File: src/rtl/scalu_arb.sv
// Round-robin arbiter feeding one registered issue slot into the shared scalu; 1-cycle request-to-issue latency.
// Backpressure: slot holds and grants stop while scalu_stall; rob_flush empties the slot and blocks grants.
module scalu_arb #(
    parameter int NREQ = 2,
    parameter int PTRW = (NREQ > 1) ? $clog2(NREQ) : 1
) (
    input  logic                 clk,
    input  logic                 rst,
    input  logic [NREQ-1:0]      req_valid,
    input  logic [5*NREQ-1:0]    req_op,
    input  logic [7*NREQ-1:0]    req_robid,
    input  logic [6*NREQ-1:0]    req_rd,
    input  logic [32*NREQ-1:0]   req_op1,
    input  logic [32*NREQ-1:0]   req_op2,
    output logic [NREQ-1:0]      req_ready,
    output logic                 exers_scalu_issue,
    output logic [4:0]           exers_scalu_op,
    output logic [6:0]           exers_robid,
    output logic [5:0]           exers_rd,
    output logic [31:0]          exers_op1,
    output logic [31:0]          exers_op2,
    input  logic                 scalu_stall,
    input  logic                 rob_flush
);

    logic             r_vld;
    logic [4:0]       r_op;
    logic [6:0]       r_robid;
    logic [5:0]       r_rd;
    logic [31:0]      r_op1;
    logic [31:0]      r_op2;
    logic [PTRW-1:0]  r_ptr;

    logic             w_load_en;
    logic             w_found;
    logic [PTRW-1:0]  w_gnt_idx;
    logic [PTRW-1:0]  w_ptr_nxt;

    assign w_load_en = ~rob_flush & (~r_vld | ~scalu_stall);

    // Scan from the pointer upward with wrap; first valid requester wins.
    always_comb begin
        w_found   = 1'b0;
        w_gnt_idx = '0;
        for (int k = 0; k < NREQ; k++) begin
            if (!w_found && req_valid[(int'(r_ptr) + k) % NREQ]) begin
                w_found   = 1'b1;
                w_gnt_idx = PTRW'((int'(r_ptr) + k) % NREQ);
            end
        end
    end

    assign w_ptr_nxt = (int'(w_gnt_idx) == NREQ - 1) ? '0 : w_gnt_idx + PTRW'(1);

    always_comb begin
        req_ready = '0;
        if (rst && w_load_en && w_found) begin
            req_ready[w_gnt_idx] = 1'b1;
        end
    end

    always_ff @(posedge clk or negedge rst) begin
        if (!rst) begin
            r_vld   <= 1'b0;
            r_op    <= '0;
            r_robid <= '0;
            r_rd    <= '0;
            r_op1   <= '0;
            r_op2   <= '0;
            r_ptr   <= '0;
        end else if (rob_flush) begin
            r_vld <= 1'b0;
        end else if (w_load_en) begin
            r_vld <= w_found;
            if (w_found) begin
                r_op    <= req_op   [int'(w_gnt_idx)*5  +: 5];
                r_robid <= req_robid[int'(w_gnt_idx)*7  +: 7];
                r_rd    <= req_rd   [int'(w_gnt_idx)*6  +: 6];
                r_op1   <= req_op1  [int'(w_gnt_idx)*32 +: 32];
                r_op2   <= req_op2  [int'(w_gnt_idx)*32 +: 32];
                r_ptr   <= w_ptr_nxt;
            end
        end
    end

    assign exers_scalu_issue = r_vld;
    assign exers_scalu_op    = r_op;
    assign exers_robid       = r_robid;
    assign exers_rd          = r_rd;
    assign exers_op1         = r_op1;
    assign exers_op2         = r_op2;

endmodule

File: config.mk
export PLATFORM = sky130hd
export DESIGN_NAME = scalu_arb
export DESIGN_NICKNAME = d
export VERILOG_FILES = /design/src/rtl/scalu_arb.sv
export SDC_FILE = /design/constraint.sdc
export NUM_CORES = 1
export LEC_CHECK = 0
export ABC_AREA = 1
export CAP_MARGIN = 30
export CORE_MARGIN = 2
export CORE_UTILIZATION = 40
export DETAILED_ROUTE_END_ITERATION = 8
export PLACE_DENSITY = 0.83
export SYNTH_ARGS = -nofsm -noshare
export SYNTH_HDL_FRONTEND = slang
export SYNTH_SLANG_ARGS = --single-unit
File: constraint.sdc
create_clock -name clk -period 1.55 [get_ports clk]
set_input_delay 0.31 -clock clk [delete_from_list [all_inputs] [get_ports clk]]
set_output_delay 0.31 -clock clk [all_outputs]
set_load 0.01 [all_outputs]
; Yosys cells after proc, flatten, opt, wreduce, memory -nomap -nowiden
; Cells that the tools add are included.
[word_totals]
ff_bits = 84
out_inout_bits = 85
memories = 0
in_bits = 170
rom_bits = 0
latchBits = 0
ramBits = 0
wordCells = 49
[classes]
eq_ne = 0
shifts = 5
div_mod_pow = 0
n_mul = 3
n_addsub = 2
n_lt_le_gt_ge = 4
n_mux = 15
reduce_logical = 7
n_bitwise = 6
[op_table]
columns = operator, count
row1 = $shiftx 64x7->32, 2
row2 = $shiftx 14x5->7, 1
row3 = $mux 1, 13
row4 = $shiftx 12x5->6, 1
row5 = $shiftx 10x5->5, 1
row6 = $mul 1x3->4 const B, 2
row7 = $logic_and 1x1->1, 4
row8 = $lt 1x2->1 const B, 2
row9 = $lt 2x3->1 const B, 1
row10 = $mul 1x2->3 const B, 1
row11 = $not 1->1, 3
row12 = $reduce_and 3->1, 1
row13 = $add 1x1->1 const B, 2
row14 = $mux 2, 1
row15 = $reduce_bool 2->1, 1
row16 = $and 1x1->1, 1
row17 = $and 1x1->1 const A, 1
row18 = $demux 1 s1, 1
row19 = $ge 1x1->1 const B, 1
row20 = $logic_not 1->1, 1
row21 = $or 1x1->1, 1

; Longest topological paths before layout
[logic_depth]
depth_word = 12
ltp_mapped = 8
ltp_nobuf = 6

; Least setup slack after synthesis
; No wires, ideal clock.
[synth_path]
kind = register -> output
from = reg r_vld (netlist: exers_scalu_issue)
to = out req_ready[0]
stages_incl_launch_ff = 7
arrival_time_ps = 1097
slack_ps = 143
n_path_buf = 1
required_ps = 1240
path_cell_list = dfrtp_1 > nand2_1 > nand2_1 > nor2_1 > buf_4 > nand2_1 > nor2_1
[synth_via]
elab_chain_len = 6
[synth_rtl]
columns = item, line
row1 = "start, declared", 26  ; logic r_vld;
row2 = "start signal, assigned", 74  ; r_vld <= w_found;
row3 = $not 1->1, 39  ; assign w_load_en = ~rob_flush & (~r_vld | ~scalu_stall);
row4 = $or 1x1->1, 39
row5 = $and 1x1->1, 39
row6 = $logic_and 1x1->1 (2 in a row), 57  ; if (rst && w_load_en && w_found) begin
row7 = $mux 2, 57
row8 = "end, declared", 15  ; output logic [NREQ-1:0] req_ready,
; No other way between the ends.

; Worst setup path after layout
; Ends and elaborated chain as after synthesis.

==> impl_metrics.toml <==
[timing]
number_of_setup_violations_in_the_final_report = 1
final_critical_path_setup_slack_ns = -0.0608
relSlewSlack_pct = 38.5
min_period_ns = 1.61
finalHoldViolations = 0
setup_tns_ns = -0.0608
clock_skew_ns = 0.00473
grt_setup_unrepaired = "yes"
max_clock_freq_mhz = 621
report.final.slew_viol_count = 0
timing_worst_slew_pin_value_ns = 0.922
holdWs_ns = 0.0649
post-route-period-util_pct = 104

[yosys]
syn-instance-count = 719
post_synth_mux_area_share_pct = 0
synthesis.yosys.warnings = 0
syn_area_per_cell_sq_um = 6.67
adder_cell_area_share_of_the_yosys_netlist_pct = 0
post_synth_xor_area_fraction_pct = 0
synth.cell_area_sq_um = 4790
syn-num-nets = 889
yosys_register_bits = 84
ys_seq_area_share_pct = 43.8
synthDistinctLibCells = 12
yosys.area_share.simple_pct = 37.3
combinational_family_with_the_most_area_after_synthesis = "simple AND/OR/NAND/NOR gates"
post_synthesis_compound_gate_area_fraction_pct = 0.209

[clock_tree]
clock_sink_count = 84
numCtsBuffers = 9
maximum_level_of_the_cts_h_tree = 3
cts_root_buffer = "sky130_fd_sc_hd__clkbuf_16"
cts_tree = "yes"
worst_skew_pair.late_latency_ns = 0.33
clk_pin_slew_ns = 0.06
ctsLongestPathBuffers = 2
post-cts-setup-buffers = 0

[route]
dr.pass1.iters = 4
detailedRoute.firstIterationViolations = 290
antenna_violating_nets_post_route = 0
remaining_drc_errors = 0
routed_wire_length_microns = 14900
viasPerCell = 4.65
detailroute.via_count = 5125
drt-wirelength-per-cell_microns = 13.5

[place]
placed_area_sq_um = 7340
place.detailed.hpwl_microns = 10200
port_buffers = 254
routabilityCongestion = 0.784
post-place-ws_ns = -0.592

[global_route]
grt_start_max_net_pins = 83
grt_pass1_vias = 4989
grt_antenna_before_repair = 2
grt_pass1_wl_microns = 24400
groute.usage.overall_pct = 23.4
globalRouteOverflowTotal = 0

[job]
max_cap_violations = 0

[layout]
area.growth.synth_to_final_pct = 60.7
number_of_nets_in_the_finished_design = 1121
finish.instance_area_sq_um = 7710
fillCellCount = 1052
share_of_layout_cells_above_drive_strength_1_pct = 4.18

[floorplan]
floorplan.rows = 39
die_area_sq_um = 12900
core_sq_um = 11600
initial_utilization_pct = 41.5
dieWidth_microns = 113
die_h_microns = 113
boundaryPins = 255

[critical_path]
worstPathMaxFanout = 3
crit_path_end_kind = "output port"
reg2reg_setup_slack_ns = 0.11
critPathArrivalTime_ns = 1.30
critPathLaunch = "exers_scalu_issue$_DFFE_PN0P_"
critical_path_class = "flop to output port"
worstPathRequired_ns = 1.24
critical_path.startpoint_type = "flop"
r2r-start = "exers_scalu_issue$_DFFE_PN0P_"

[min_path]
min-delay-path-class = "primary input to async pin"

[status]
outcome = "complete, but fails checks"
violated_checks = "negative setup slack"

[power_and_ir_drop]
power.total_mw = 7.32
cellLeakagePower_nw = 4.57
power.ir.vdd_worst_uv = 535
power-per-cell-area_nw_per_um2 = 950
-- layout make-up --
type / instances / area, sq um / share of cell area, %
Sequential cell: 84 / 2100 / 27.3
Multi-Input combinational cell: 423 / 1840 / 23.8
Antenna cell: 2 / 5.00 / 0.0649
Clock inverter: 4 / 72.6 / 0.942
Timing Repair Buffer: 266 / 2640 / 34.2
Clock buffer: 12 / 246 / 3.20
Tap cell: 143 / 179 / 2.32
Inverter: 167 / 627 / 8.13
-- placed cells by master, fill, tap and decap left out, types with 2 or more instances in the layout --
master / n
sky130_fd_sc_hd__nand2_1: 246
sky130_fd_sc_hd__clkdlybuf4s50_1: 172
sky130_fd_sc_hd__inv_1: 166
sky130_fd_sc_hd__nand3_1: 164
sky130_fd_sc_hd__dfrtp_1: 84
sky130_fd_sc_hd__dlygate4sd2_1: 55
sky130_fd_sc_hd__dlymetal6s2s_1: 23
sky130_fd_sc_hd__clkbuf_16: 9
sky130_fd_sc_hd__buf_4: 9
sky130_fd_sc_hd__nand2_2: 4
sky130_fd_sc_hd__buf_2: 3
sky130_fd_sc_hd__diode_2: 2
sky130_fd_sc_hd__nor2_1: 2
sky130_fd_sc_hd__nand2_4: 2
sky130_fd_sc_hd__clkbuf_8: 2
sky130_fd_sc_hd__clkbuf_1: 2
sky130_fd_sc_hd__bufinv_16: 2
sky130_fd_sc_hd__buf_8: 2
-- worst paths after layout --
kind | endpoint | cells past startpoint
min | exers_op2[6]$_DFFE_PN0P_ | 2
min reg2reg | exers_op1[9]$_DFFE_PN0P_ | 2
max reg2reg | exers_op2[0]$_DFFE_PN0P_ | 7
max in group asynchronous | exers_op1[31]$_DFFE_PN0P_ | 3
min in group clk | exers_scalu_issue$_DFFE_PN0P_ | 3
max | req_ready[0] | 6
-- critical path: stages (launching register included) --
cell                      delay (ns)
sky130_fd_sc_hd__dfrtp_1        0.38
sky130_fd_sc_hd__nand2_2        0.11
sky130_fd_sc_hd__nand2_2        0.07
sky130_fd_sc_hd__nor2_4         0.09
sky130_fd_sc_hd__nand2_2        0.07
sky130_fd_sc_hd__nor2_2         0.11
sky130_fd_sc_hd__buf_2          0.14
-- per-stage QoR --
stage	util, %	cells
2_1_floorplan	-	719
3_3_place_gp	63.5	1083
3_5_place_dp	63.5	1083
4_1_cts	65.9	1099
5_1_grt	66.6	1100
6_report	66.6	1101
-- state kept, by name (all words and copies together) (netlist names) --
name and cells:
exers_scalu_issue 1, exers_op1 32, exers_rd 6, r_ptr 1, exers_robid 7, exers_op2 32, exers_scalu_op 5
-- what timing repair did --
action | CTS | global route
resized for setup | 73 | 33
hold buffers | 0 | 0
pin swaps | 1 | 3
endpoints found under the setup margin | 138 | 72
cloned | 0 | 0
-- synth_stat cells --
master / number / area share, %
sky130_fd_sc_hd__nand2_1: 252 / 20
sky130_fd_sc_hd__o21ai_0: 1 / 0.10
sky130_fd_sc_hd__buf_4: 4 / 0.63
sky130_fd_sc_hd__inv_1: 167 / 13
sky130_fd_sc_hd__dfrtp_1: 84 / 44
sky130_fd_sc_hd__nor3_1: 1 / 0.10
sky130_fd_sc_hd__buf_2: 32 / 3.3
sky130_fd_sc_hd__clkbuf_1: 3 / 0.23
sky130_fd_sc_hd__buf_6: 6 / 1.4
sky130_fd_sc_hd__a21oi_1: 1 / 0.10
sky130_fd_sc_hd__nand3_1: 164 / 17
sky130_fd_sc_hd__nor2_1: 4 / 0.31
-- where the power goes --
group | switching [mW] | total (mW) | internal [mW]
logic | 1.13 | 2.27 | 1.14
registers | 0.195 | 2.77 | 2.58
clock network | 0.828 | 2.28 | 1.45
total | 2.15 | 7.32 | 5.17
-- logic make-up (layout without fill, tap and decap cells) --
| family | count (synthesis) | after routing |
|---|---|---|
| flip-flops | 84 | 84 |
| AO/OA/AOI/OAI | 2 | 2 |
| AND/OR/NAND/NOR | 421 | 421 |
| other | 0 | 2 |
| buffers and inverters | 212 | 449 |
-- per-layer routing --
layer	GRT usage [%]	vias to the layer above	wire [microns]
li1	-	2596	-
met1	28.4	2313	6130
met2	40.2	195	7260
met3	6.32	21	1180
met4	7.89	0	306
met5	0	-	0
(Power assumes the default switching activity.)
